**src/rtl/cnn_pkg.sv**
```systemverilog
// Shared constants and types for the CNN datapath.
//
// Contents:
//   CONV2_OUT_W / CONV2_MAP_W / CONV2_MAP_H : conv2 sample width and map size
//   POOL2_MAP_W / POOL2_MAP_H               : map size after 2x2 pooling
//   conv2_sample_t                          : signed conv2 sample
package cnn_pkg;

  localparam int CONV2_OUT_W = 14;
  localparam int CONV2_MAP_W = 8;
  localparam int CONV2_MAP_H = 8;

  localparam int POOL2_MAP_W = CONV2_MAP_W / 2;
  localparam int POOL2_MAP_H = CONV2_MAP_H / 2;

  typedef logic signed [CONV2_OUT_W-1:0] conv2_sample_t;

endpackage

```
**src/rtl/signed_max2.sv**
```systemverilog
// Combinational signed maximum of two samples.
//
// Ports:
//   a_i, b_i : signed DATA_W operands
//   max_o    : the larger operand (either one when they are equal)
module signed_max2 #(
  parameter int DATA_W = 14
) (
  input  logic signed [DATA_W-1:0] a_i,
  input  logic signed [DATA_W-1:0] b_i,
  output logic signed [DATA_W-1:0] max_o
);

  assign max_o = (a_i >= b_i) ? a_i : b_i;

endmodule

```
**src/rtl/conv2_relu_maxpool.sv**
```systemverilog
// Streaming 2x2 max-pool with optional ReLU after conv2.
//
// Consumes one signed sample per valid_in in raster order over an
// IN_W x IN_H map and emits one pooled value per 2x2 window.
//
// Build option: define CONV2_POOL_RELU_EN to clamp negative results to 0;
// leave it undefined to pass the signed window maximum through unchanged.
//
// Ports:
//   clk        : clock, rising edge
//   rst        : synchronous active-high reset
//   valid_in   : data_in valid this cycle (may be gapped)
//   data_in    : signed conv2 sample
//   pool_out   : signed pooled value, held between outputs
//   valid_out  : single-cycle pulse, pool_out valid
//   frame_done : pulses with the output of the last window of a frame
//
// Handshake: valid_in is a one-way push with no ready; every asserted
// valid_in is consumed that cycle. valid_out is likewise a one-way pulse
// and downstream must accept each one.
module conv2_relu_maxpool
  import cnn_pkg::*;
#(
  parameter int DATA_W = CONV2_OUT_W,
  parameter int IN_W   = CONV2_MAP_W,
  parameter int IN_H   = CONV2_MAP_H
) (
  input  logic                     clk,
  input  logic                     rst,
  input  logic                     valid_in,
  input  logic signed [DATA_W-1:0] data_in,
  output logic signed [DATA_W-1:0] pool_out,
  output logic                     valid_out,
  output logic                     frame_done
);

  localparam int CW    = $clog2(IN_W);
  localparam int RW    = $clog2(IN_H);
  localparam int LB_N  = IN_W / 2;
  localparam int LB_AW = (LB_N > 1) ? $clog2(LB_N) : 1;

  logic [CW-1:0]            col_q, col_d;
  logic [RW-1:0]            row_q, row_d;
  logic signed [DATA_W-1:0] h_reg_q, h_reg_d;
  logic signed [DATA_W-1:0] pool_q, pool_d;
  logic                     valid_q, valid_d;
  logic                     fdone_q, fdone_d;

  // One entry per horizontal pair; holds the top-row maxima until the
  // matching bottom row arrives. No reset: always written before read.
  logic signed [DATA_W-1:0] lb_q [LB_N];

  logic [LB_AW-1:0]         lb_idx;
  logic                     col_last, row_last;
  logic                     lb_we;
  logic signed [DATA_W-1:0] h_max, v_max, pool_val;

  assign lb_idx   = LB_AW'(col_q >> 1);
  assign col_last = (col_q == CW'(IN_W - 1));
  assign row_last = (row_q == RW'(IN_H - 1));

  signed_max2 #(.DATA_W(DATA_W)) u_hmax (
    .a_i   (h_reg_q),
    .b_i   (data_in),
    .max_o (h_max)
  );

  signed_max2 #(.DATA_W(DATA_W)) u_vmax (
    .a_i   (lb_q[lb_idx]),
    .b_i   (h_max),
    .max_o (v_max)
  );

`ifdef CONV2_POOL_RELU_EN
  assign pool_val = v_max[DATA_W-1] ? '0 : v_max;
`else
  assign pool_val = v_max;
`endif

  always_comb begin
    col_d   = col_q;
    row_d   = row_q;
    h_reg_d = h_reg_q;
    pool_d  = pool_q;
    valid_d = 1'b0;
    fdone_d = 1'b0;
    lb_we   = 1'b0;
    if (valid_in) begin
      if (col_last) begin
        col_d = '0;
        row_d = row_last ? '0 : row_q + 1'b1;
      end else begin
        col_d = col_q + 1'b1;
      end

      if (!col_q[0]) begin
        h_reg_d = data_in;
      end else if (!row_q[0]) begin
        lb_we = 1'b1;
      end else begin
        // Bottom-right pixel of a window: result leaves next cycle.
        pool_d  = pool_val;
        valid_d = 1'b1;
        fdone_d = col_last && row_last;
      end
    end
  end

  always_ff @(posedge clk) begin
    if (rst) begin
      col_q   <= '0;
      row_q   <= '0;
      h_reg_q <= '0;
      pool_q  <= '0;
      valid_q <= 1'b0;
      fdone_q <= 1'b0;
    end else begin
      col_q   <= col_d;
      row_q   <= row_d;
      h_reg_q <= h_reg_d;
      pool_q  <= pool_d;
      valid_q <= valid_d;
      fdone_q <= fdone_d;
    end
  end

  always_ff @(posedge clk) begin
    if (!rst && lb_we) begin
      lb_q[lb_idx] <= h_max;
    end
  end

  assign pool_out   = pool_q;
  assign valid_out  = valid_q;
  assign frame_done = fdone_q;

endmodule

```
**config.mk**
```make
export PLATFORM = sky130hd
export DESIGN_NAME = conv2_relu_maxpool
export DESIGN_NICKNAME = d
export VERILOG_FILES = /design/src/rtl/cnn_pkg.sv /design/src/rtl/signed_max2.sv /design/src/rtl/conv2_relu_maxpool.sv
export SDC_FILE = /design/constraint.sdc
export NUM_CORES = 1
export LEC_CHECK = 0
export CAP_MARGIN = 10
export CORE_MARGIN = 2
export CORE_UTILIZATION = 37
export DETAILED_ROUTE_END_ITERATION = 8
export GPL_ROUTABILITY_DRIVEN = 0
export SLEW_MARGIN = 20
export SYNTH_ARGS = -nofsm -noshare
export SYNTH_HDL_FRONTEND = slang
export SYNTH_SLANG_ARGS = --single-unit
```
**constraint.sdc**
```tcl
create_clock -name clk -period 13.7 [get_ports clk]
set_input_delay 2.74 -clock clk [delete_from_list [all_inputs] [get_ports clk]]
set_output_delay 2.74 -clock clk [all_outputs]
set_load 0.02 [all_outputs]
```
==> metrics <==
status=finished, final reports clean; most common cell in the netlist=edfxtp_1; post-CTS sizing=0; final setup vio count=0; Async SR Flop Fraction=0; chip width=119.2 um; FMAX=0.1271 GHz; worst slew pin tran=0.9780 ns; Antenna diodes=0; Routed Antenna Nets=0; RSZ-0062 raised after global routing=false; Setup CP Type=in -> reg; Syn Nets=504; Max VDD drop=0.00005809 V; final hold slack=0.4732 ns; CP Capture Type=flop; I/O pins=33; relative max-transition margin=0.3471; layout cells sized above 1=0.09395; placed cells=639; data required time of the worst path=13.88 ns; die area=0.01422 mm2; drt pass-1 iters=7; DP Worst Slack=5.502 ns; post-synthesis sequential area ratio=0.4971; Post-synth EDFFs=56; Core Area=0.01309 mm2; Clock transition at path regs=0.06 ns; initial antenna violation count=0; DRT iter0 DRCs=406; final cell count without fillers=655; vias in the first global route=3466; Cell variety after synth=47; Synth Register Bits=94; LEAKAGE=2.105 nW; Post-Syn Instances=455; slowest CP cell=nor2_1; Buf/Inv on CP=3; DRC viols=0; CP Cell Sequence=clkdlybuf4s50_1 > inv_1 > ha_1 > nor2_1 > o21bai_1 > o2111ai_4 > a222oi_1 > ha_1 > nand4_1 > o41ai_1 > inv_1 > and4_1 > a31oi_2 > o221ai_1; Fill cells=1230; Synth top cells by count=56 x edfxtp_1, 52 x nand2_1, 45 x inv_1; postcts setup bufs=0; global route overflow=0; top-area cell type share of the netlist area=0.3422; max-slew violation count=0; slowest stage delay, CP=0.76 ns; HP Class=reg -> reg; Post-CTS Hold Fix Bufs=0; max cap viols=0; type of origin of the critical path=input pin; Routed WL per cell=17.68 um; Post-synth top flop=edfxtp_1; Min Clock Period, post-route=7.866 ns; Final Hold Fails=0; crit-path max FO=19; DP HPWL=8.332 mm; drt via density=5.632; power density cells=116.4 mW/mm2; Arr. time, crit path=8.05 ns; CP delay by family, top=compound AO/OA/AOI/OAI gates; Yosys warnings=0; final core occ=0.4310; final instance area=0.005639 mm2; starting density of the core=0.3755; first-pass GRT wire length=18.60 mm; Worst Skew=0.006497 ns; post-route setup slack=5.834 ns; ranking of synthesized cells by area=edfxtp_1 34%, dfxtp_1 15%, ha_1 8.1%; vias=3689; TNS Setup=0 ns; Final nets=523; Mapped Area=0.004913 mm2; clock buffer depth=2; Synth Area per Inst=10.80 um2; Area Growth Syn to Fin=14.77%; All-Layer GR Usage=0.1689; Multi-input gate area=0.002183 mm2; register area=0.002442 mm2; overall power=0.6563 mW; CTS tree=built; Core Rows=42; fin crit share=0.5741; WL final=11.58 mm; area leader, netlist=edfxtp_1; Clock Sinks=94; CTS buffer count=9; largest net degree at the start of global routing=31; root buffer cell=clkbuf_16; Cell Area, Placed=0.005373 mm2; CTS HTree Levels=3; IO Port Bufs=32; Die H=119.2 um; worst skew pair latency=0.35 ns
## cell families after synthesis
logic type,Yosys count,share of synthesized area
AND/OR/NAND/NOR,146,0.1452
buffers and inverters,75,0.06163
AO/OA/AOI/OAI,91,0.1467
multiplexers,17,0.06799
flip-flops,94,0.4971
adder cells (fa/ha/maj),32,0.08149
## registers in the layout, indices dropped and copies added (netlist names), named ones only
name and flops:
valid_out 1, col_q 3, pool_out 14, frame_done 1
row_q 3, lb_q 56, h_reg_q 14
## cell type report
type                    instances  area share
clock buffers                  10     0.04060
clock inverters                 6    0.006656
inverters                      47     0.03128
multi-input cells             286      0.3872
flip-flops and latches         94      0.4331
well taps                     176     0.03905
repair buffers                 36     0.06213
## cell usage in the layout, fill, tap and decap left out, types with 2 or more instances in the layout
cell,n
edfxtp_1,56
nand2_1,52
inv_1,45
dfxtp_1,38
nand3_1,34
ha_1,32
clkdlybuf4s50_1,32
a21oi_1,30
nand4_1,19
nor3_1,16
o211ai_1,14
a222oi_1,14
o221ai_1,14
mux4_2,13
nor2_1,10
clkbuf_16,9
a21o_1,4
buf_4,4
nor2b_1,3
mux2i_1,3
inv_2,2
nand2b_1,2
a31oi_1,2
and3_1,2
nor3b_2,2
clkinvlp_4,2
## power breakdown
group          internal, mW  total, mW  switching (mW)
clock                 0.122      0.227           0.105
sequential            0.312      0.318         0.00629
combinational        0.0414      0.112          0.0702
## worst min-delay path, cell delays in order (launching register included)
cell and delay, ns:
dfxtp_1 0.31, nand2_1 0.05, a21oi_1 0.06
## routing by layer
metal | global-route usage | routed length [um]
met4 | 0.05655 | 178
met3 | 0.03017 | 523
met2 | 0.2741 | 5694
met5 | 0 | 0
met1 | 0.2286 | 5186
## worst paths after layout
kind | slack, ns | start | end | cells after the start
min reg2reg | 0.47 | row_q[1]$_SDFFE_PP0P_ | row_q[1]$_SDFFE_PP0P_ | 2
min | 0.47 | row_q[1]$_SDFFE_PP0P_ | row_q[1]$_SDFFE_PP0P_ | 2
max | 5.83 | data_in[13] | pool_out[2]$_SDFFE_PP0P_ | 14
max reg2reg | 8.51 | h_reg_q[13]$_SDFFE_PP0P_ | pool_out[2]$_SDFFE_PP0P_ | 12
Power figures use the tool's default switching activity.
